<file path="config.mk">
export PLATFORM = sky130hd
export DESIGN_NAME = program_loader
export DESIGN_NICKNAME = d
export VERILOG_FILES = /design/src/rtl/mips_pkg.sv /design/src/rtl/loader_word_assembler.sv /design/src/rtl/program_loader.sv
export SDC_FILE = /design/constraint.sdc
export NUM_CORES = 1
export LEC_CHECK = 0
export ABC_AREA = 1
export CORE_MARGIN = 2
export CORE_UTILIZATION = 45
export DETAILED_ROUTE_END_ITERATION = 10
export GPL_TIMING_DRIVEN = 0
export PLACE_DENSITY = 0.77
export RECOVER_POWER = 25
export SLEW_MARGIN = 20
export SYNTH_ARGS = -nofsm -noshare
export SYNTH_HDL_FRONTEND = slang
export SYNTH_HIERARCHICAL = 1
export SYNTH_SLANG_ARGS = --single-unit
</file>
<file path="constraint.sdc">
create_clock -name i_clk -period 2.9 [get_ports i_clk]
set_clock_uncertainty 0.05 [all_clocks]
set_input_delay 0.58 -clock i_clk [delete_from_list [all_inputs] [get_ports i_clk]]
set_output_delay 0.58 -clock i_clk [all_outputs]
set_load 0.1 [all_outputs]
</file>
<file path="src/rtl/mips_pkg.sv">
// mips_pkg: constants and FSM state type shared by the program loader and
// its word assembler.
// Optional feature macro: LOADER_CHECKSUM_EN (adds the CHK state).
package mips_pkg;

    localparam int unsigned   NB_INST   = 32;
    localparam int unsigned   ADDR_STEP = 4;
    localparam logic [31:0]   HALT_WORD = 32'hFFFF_FFFF;

    typedef enum logic [2:0] {
        IDLE,
        RECV,
        WRITE,
        DONE
`ifdef LOADER_CHECKSUM_EN
        ,
        CHK
`endif
    } loader_state_t;

endpackage

</file>
<file path="src/rtl/loader_word_assembler.sv">
// loader_word_assembler: shifts accepted bytes in on the LSB side, so the
// first byte of a word ends up in bits [31:24] (big-endian).
// Ports:
//   clk, rst        clock, asynchronous active-high reset
//   clear           synchronous clear of the byte count and shift register
//   enable          bytes are accepted only while high
//   rx_data         incoming byte
//   rx_valid        rx_data strobe
//   word            shift register contents
//   word_ready      combinational pulse: the byte being accepted completes a word
module loader_word_assembler
    import mips_pkg::*;
(
    input  logic               clk,
    input  logic               rst,
    input  logic               clear,
    input  logic               enable,
    input  logic [7:0]         rx_data,
    input  logic               rx_valid,
    output logic [NB_INST-1:0] word,
    output logic               word_ready
);

    logic [1:0] count;
    logic       take;

    assign take       = enable && rx_valid;
    assign word_ready = take && (count == 2'd3);

    always_ff @(posedge clk or posedge rst) begin
        if (rst) begin
            count <= '0;
            word  <= '0;
        end else if (clear) begin
            count <= '0;
            word  <= '0;
        end else if (take) begin
            count <= count + 2'd1;
            word  <= {word[NB_INST-9:0], rx_data};
        end
    end

endmodule

</file>
<file path="src/rtl/program_loader.sv">
// program_loader: assembles a byte stream into 32-bit big-endian instructions
// and writes them into instruction memory at consecutive addresses, stopping
// on HALT_WORD or when the memory is full.
// Optional feature macro: LOADER_CHECKSUM_EN (trailing XOR checksum byte,
// o_chk_error output, o_done delayed until the checksum byte arrives).
// Ports:
//   i_clk, i_reset   clock, asynchronous active-high reset
//   i_start          begin a new load at address 0 (from IDLE or DONE)
//   i_rx_data/valid  incoming byte and its strobe
//   o_write          one-cycle memory write strobe
//   o_address        write address (byte addressing)
//   o_instruction    assembled instruction
//   o_busy           load in progress
//   o_done           load finished, held until next i_start
//   o_overflow       memory filled before HALT_WORD was seen
//   o_chk_error      checksum mismatch (LOADER_CHECKSUM_EN only)
module program_loader
    import mips_pkg::*;
#(
    parameter int unsigned         NB_ADDR     = 32,
    parameter int unsigned         NB_INST     = mips_pkg::NB_INST,
    parameter int unsigned         NB_ROM_SIZE = 10,
    parameter int unsigned         ADDR_STEP   = mips_pkg::ADDR_STEP,
    parameter logic [NB_INST-1:0]  HALT_WORD   = mips_pkg::HALT_WORD
)(
    input  logic               i_clk,
    input  logic               i_reset,
    input  logic               i_start,
    input  logic [7:0]         i_rx_data,
    input  logic               i_rx_valid,
    output logic               o_write,
    output logic [NB_ADDR-1:0] o_address,
    output logic [NB_INST-1:0] o_instruction,
    output logic               o_busy,
    output logic               o_done,
    output logic               o_overflow
`ifdef LOADER_CHECKSUM_EN
    ,
    output logic               o_chk_error
`endif
);

    // One extra bit so the capacity compare cannot wrap.
    localparam logic [NB_ADDR:0] STEP  = (NB_ADDR+1)'(ADDR_STEP);
    localparam logic [NB_ADDR:0] LIMIT = STEP << NB_ROM_SIZE;

    loader_state_t      state, state_next;
    logic [NB_ADDR-1:0] address;
    logic [NB_ADDR:0]   next_address;
    logic               overflow;
    logic               start_load;
    logic               asm_enable;
    logic               word_ready;
    logic [NB_INST-1:0] word;
    logic               is_halt;
    logic               at_capacity;
    logic               terminal;

    assign next_address = {1'b0, address} + STEP;
    assign at_capacity  = next_address >= LIMIT;
    assign is_halt      = word == HALT_WORD;
    assign terminal     = is_halt || at_capacity;
    assign start_load   = i_start && ((state == IDLE) || (state == DONE));
    // A byte arriving during a non-final WRITE starts the next word.
    assign asm_enable   = (state == RECV) || ((state == WRITE) && !terminal);

    loader_word_assembler u_assembler (
        .clk        (i_clk),
        .rst        (i_reset),
        .clear      (start_load),
        .enable     (asm_enable),
        .rx_data    (i_rx_data),
        .rx_valid   (i_rx_valid),
        .word       (word),
        .word_ready (word_ready)
    );

    always_ff @(posedge i_clk or posedge i_reset) begin
        if (i_reset) begin
            state <= IDLE;
        end else begin
            state <= state_next;
        end
    end

    always_comb begin
        state_next = state;
        unique case (state)
            IDLE, DONE: begin
                if (i_start) state_next = RECV;
            end
            RECV: begin
                if (word_ready) state_next = WRITE;
            end
            WRITE: begin
                if (is_halt) begin
`ifdef LOADER_CHECKSUM_EN
                    state_next = CHK;
`else
                    state_next = DONE;
`endif
                end else if (at_capacity) begin
                    state_next = DONE;
                end else begin
                    state_next = RECV;
                end
            end
`ifdef LOADER_CHECKSUM_EN
            CHK: begin
                if (i_rx_valid) state_next = DONE;
            end
`endif
            default: state_next = IDLE;
        endcase
    end

    always_ff @(posedge i_clk or posedge i_reset) begin
        if (i_reset) begin
            address  <= '0;
            overflow <= 1'b0;
        end else if (start_load) begin
            address  <= '0;
            overflow <= 1'b0;
        end else if (state == WRITE) begin
            if (!terminal) address <= next_address[NB_ADDR-1:0];
            if (!is_halt && at_capacity) overflow <= 1'b1;
        end
    end

`ifdef LOADER_CHECKSUM_EN
    logic [7:0] chk_xor;
    logic       chk_error;

    always_ff @(posedge i_clk or posedge i_reset) begin
        if (i_reset) begin
            chk_xor   <= '0;
            chk_error <= 1'b0;
        end else if (start_load) begin
            chk_xor   <= '0;
            chk_error <= 1'b0;
        end else if (asm_enable && i_rx_valid) begin
            chk_xor   <= chk_xor ^ i_rx_data;
        end else if ((state == CHK) && i_rx_valid) begin
            chk_error <= i_rx_data != chk_xor;
        end
    end

    assign o_chk_error = chk_error;
`endif

    assign o_write       = state == WRITE;
    assign o_busy        = (state == RECV) || (state == WRITE);
    assign o_done        = state == DONE;
    assign o_address     = address;
    assign o_instruction = word;
    assign o_overflow    = overflow;

endmodule

</file>
==> metrics.yaml <==
grt_util_met1_pct: 28.16
met2_usage_pct: 40.56
wire_per_inst_microns: 13.92
power_frac_seq_pct: 23.3
final_layout_size_suffix_gt1_share_pct: 20.14
netlist_instances: 600
irDropWorstVdd_mv: 0.8475
crit_fanout: 7
drcViolationCount: 0
die_width_microns: 100.9
viasPerCell: 5.029
dp_hpwl_microns: 8209
synthesis.area_sq_um: 4227
p_sw_share_pct: 53.95
max-slew-margin-rel_pct: 12.19
fin_setup_tns_ns: 0
powerDensity_nw_per_um2: 1023
worstPathRequired_ns: 3.09
fillers: 827
leakagePower_nw: 2.612
tritoncts: "done"
critPathArrivalTime_ns: 3.00
status: "complete, no violations"
globalplace.congestion: 1.008
grt_overflow: 0
pin_count: 80
ant_nets: 0
clk_pin_slew_ns: 0.08
min_path_cells: 2
postCtsHoldBufs: 0
yosys_warnings: 6
criticalPathCategory: "register to register"
tightest_slew_ns: 1.316
fp.coreArea_sq_um: 9196
maxClockFrequency_mhz: 356.8
n_antenna_cell: 0
nets: 719
internal_power_mw: 2.651
busiest_layer: "met2"
synth.ff_latch_count: 67
hold_class: "register to register"
p_sw_mw: 3.105
htree_levels: 3
rsz0062_at_grt: "true"
insertion_delay_ns: 0.36
antenna_found_initial: 0
drtIter0Drc: 222
combPwrFrac_pct: 59.6
syn_avg_cell_area_sq_um: 7.044
hold_viol: 0
synthFlopType: "dfrtp_1"
area_growth_pct: 33.16
async_reset_ff_share_pct: 100.0
crit_path_end_kind: "register"
clock_tree.buffer_depth: 2
grt_pass1_wl_microns: 18220
std_cell_rows: 35
critPathLaunchType: "register"
yosysUniqueCellTypes: 34
gr-usage-met3_pct: 4.993
cts_root_buf: "clkbuf_8"
maxSlewViolCount: 0
initial_utilization_pct: 45.96
cts_inserted_buffers: 9
clock_sinks: 67
power.total_mw: 5.756
p_clk_share_pct: 17.0
period_share_pct: 96.64
grt_max_degree: 35
setup_viol: 0
fin_crit_ns: 2.803
reg2reg_depth: 22
seq_area_frac_synth_pct: 39.67
die_h_microns: 100.9
vias: 4104
die_area_sq_um: 10180
synth_edf_count: 0
grt_pass1_vias: 3910
track_usage_pct: 22.86
finalWirelength_microns: 11360
maxCapViolCount: 0
first_pass_iters: 5
io_buffers: 77
## kinds of logic (layout without fill, tap and decap cells)
family / after synthesis / in the layout / share of synthesized area, %
XOR/XNOR: 8 / 8 / 1.658
AND/OR/NAND/NOR: 405 / 405 / 43.55
buffers and inverters: 101 / 205 / 11.57
AO/OA/AOI/OAI: 11 / 11 / 1.391
adder cells (fa/ha/maj): 7 / 7 / 2.072
other: 1 / 2 / 0.08872
flip-flops: 67 / 67 / 39.67
## layer usage
metal,vias to the layer above,routed length (microns)
li1,2026,-
met1,1914,4597
met2,147,5754
met3,17,817
met4,0,187
met5,-,0
## worst paths after layout
path	startpoint	slack, ns	end
max	o_address[2]	0.1	u_assembler/word[22]
min	u_assembler/count[1]	0.47	u_assembler/count[1]
max reg2reg	o_address[2]	0.1	u_assembler/word[22]
min reg2reg	u_assembler/count[1]	0.47	u_assembler/count[1]
max in group asynchronous	i_reset	0.92	o_address[8]
min in group asynchronous	i_reset	0.99	state[1]
## sequential cells by signal, summed over array words and instances (netlist names)
register,cells
o_address,30
o_overflow,1
state,2
u_assembler/count,2
u_assembler/word,32
## cell usage after synthesis, drive strengths merged (2+ instances only)
library cell | n | area (sq um)
a21oi | 3 | 15.01
nand2 | 222 | 899.6
nor4 | 4 | 25.02
xnor2 | 4 | 35.03
xor2 | 4 | 35.03
ha | 7 | 87.58
nand3 | 47 | 245.2
nor2 | 110 | 528.0
o21ai | 7 | 35.03
nand3b | 2 | 18.77
nor3 | 2 | 10.01
inv | 82 | 312.8
clkbuf | 3 | 11.26
dfrtp | 67 | 1677
buf | 16 | 165.2
nand4 | 16 | 100.1
## critical path, cell delays in order, from the launching register on
cell      delay (ns)
dfrtp_4         0.45
ha_4            0.15
nand2_2         0.06
nor2_4          0.18
nand3b_1        0.18
nor2_2          0.21
buf_4           0.14
nand3_1         0.06
nand2_1         0.08
nor2_1          0.04
nand2_1         0.09
inv_1           0.06
nand2_2         0.09
nor2_4          0.05
nand2_4         0.06
buf_6           0.11
nand2_4         0.04
nand2_4         0.08
buf_6           0.17
inv_8           0.06
buf_8           0.12
nand2_1         0.09
nand2_1         0.06
## placed cells by master, fill, tap and decap left out, types with 2 or more instances in the layout
cell type        count
a21oi_1              3
buf_4               12
buf_6               11
buf_8                3
bufinv_16            3
clkbuf_1             3
clkbuf_8            10
clkdlybuf4s50_1     74
clkinv_4             2
conb_1               2
dfrtp_1             38
dfrtp_2             25
dfrtp_4              4
ha_1                 6
inv_1               79
nand2_1            201
nand2_2             16
nand2_4              4
nand3_1             45
nand3_2              2
nand4_1             16
nor2_1              69
nor2_2              33
nor2_4               8
nor3_1               2
nor4_1               4
o21ai_0              4
o21ai_1              2
xnor2_1              4
xor2_1               4
## repair_timing
item	in CTS	in global routing
resized for setup	4	23
pin swaps	4	10
setup buffers	4	6
cloned	0	2
setup endpoints to repair	3	35
## power groups by stage
stage	Sequential (mW)	Combinational (mW)	Clock, mW
final	1.34	3.43	0.981
after global routing	1.37	3.62	1.04
after CTS	1.34	3.35	0.992
after detailed placement	1.36	3.30	0
after global placement	1.36	3.25	0
after floorplan	2.54	1.39	0
## layout make-up
| cell class | instances | area (sq um) | area share (%) |
|---|---|---|---|
| multi-input combinational | 433 | 2128 | 37.82 |
| sequential | 67 | 1723 | 30.61 |
| timing repair buffer | 89 | 887.1 | 15.76 |
| inverter | 82 | 320.3 | 5.691 |
| buffer | 18 | 180.2 | 3.201 |
| tap | 111 | 138.9 | 2.468 |
| clock buffer | 10 | 137.6 | 2.446 |
| clock inverter | 6 | 112.6 | 2.001 |
## through the flow
step	hold slack, ns	cell area [sq um]	instances	setup WS [ns]	utilization, %
2_1_floorplan	0.4321	4298	601	0.004460	-
3_3_place_gp	0.4547	5207	789	-0.007006	56.63
3_5_place_dp	0.4578	5207	789	-0.07935	56.63
4_1_cts	0.4778	5495	809	0.02943	59.76
5_1_grt	0.5258	5628	816	-0.06373	61.20
6_report	0.4709	5628	816	0.09742	61.20
Power figures use the tool's default switching activity.
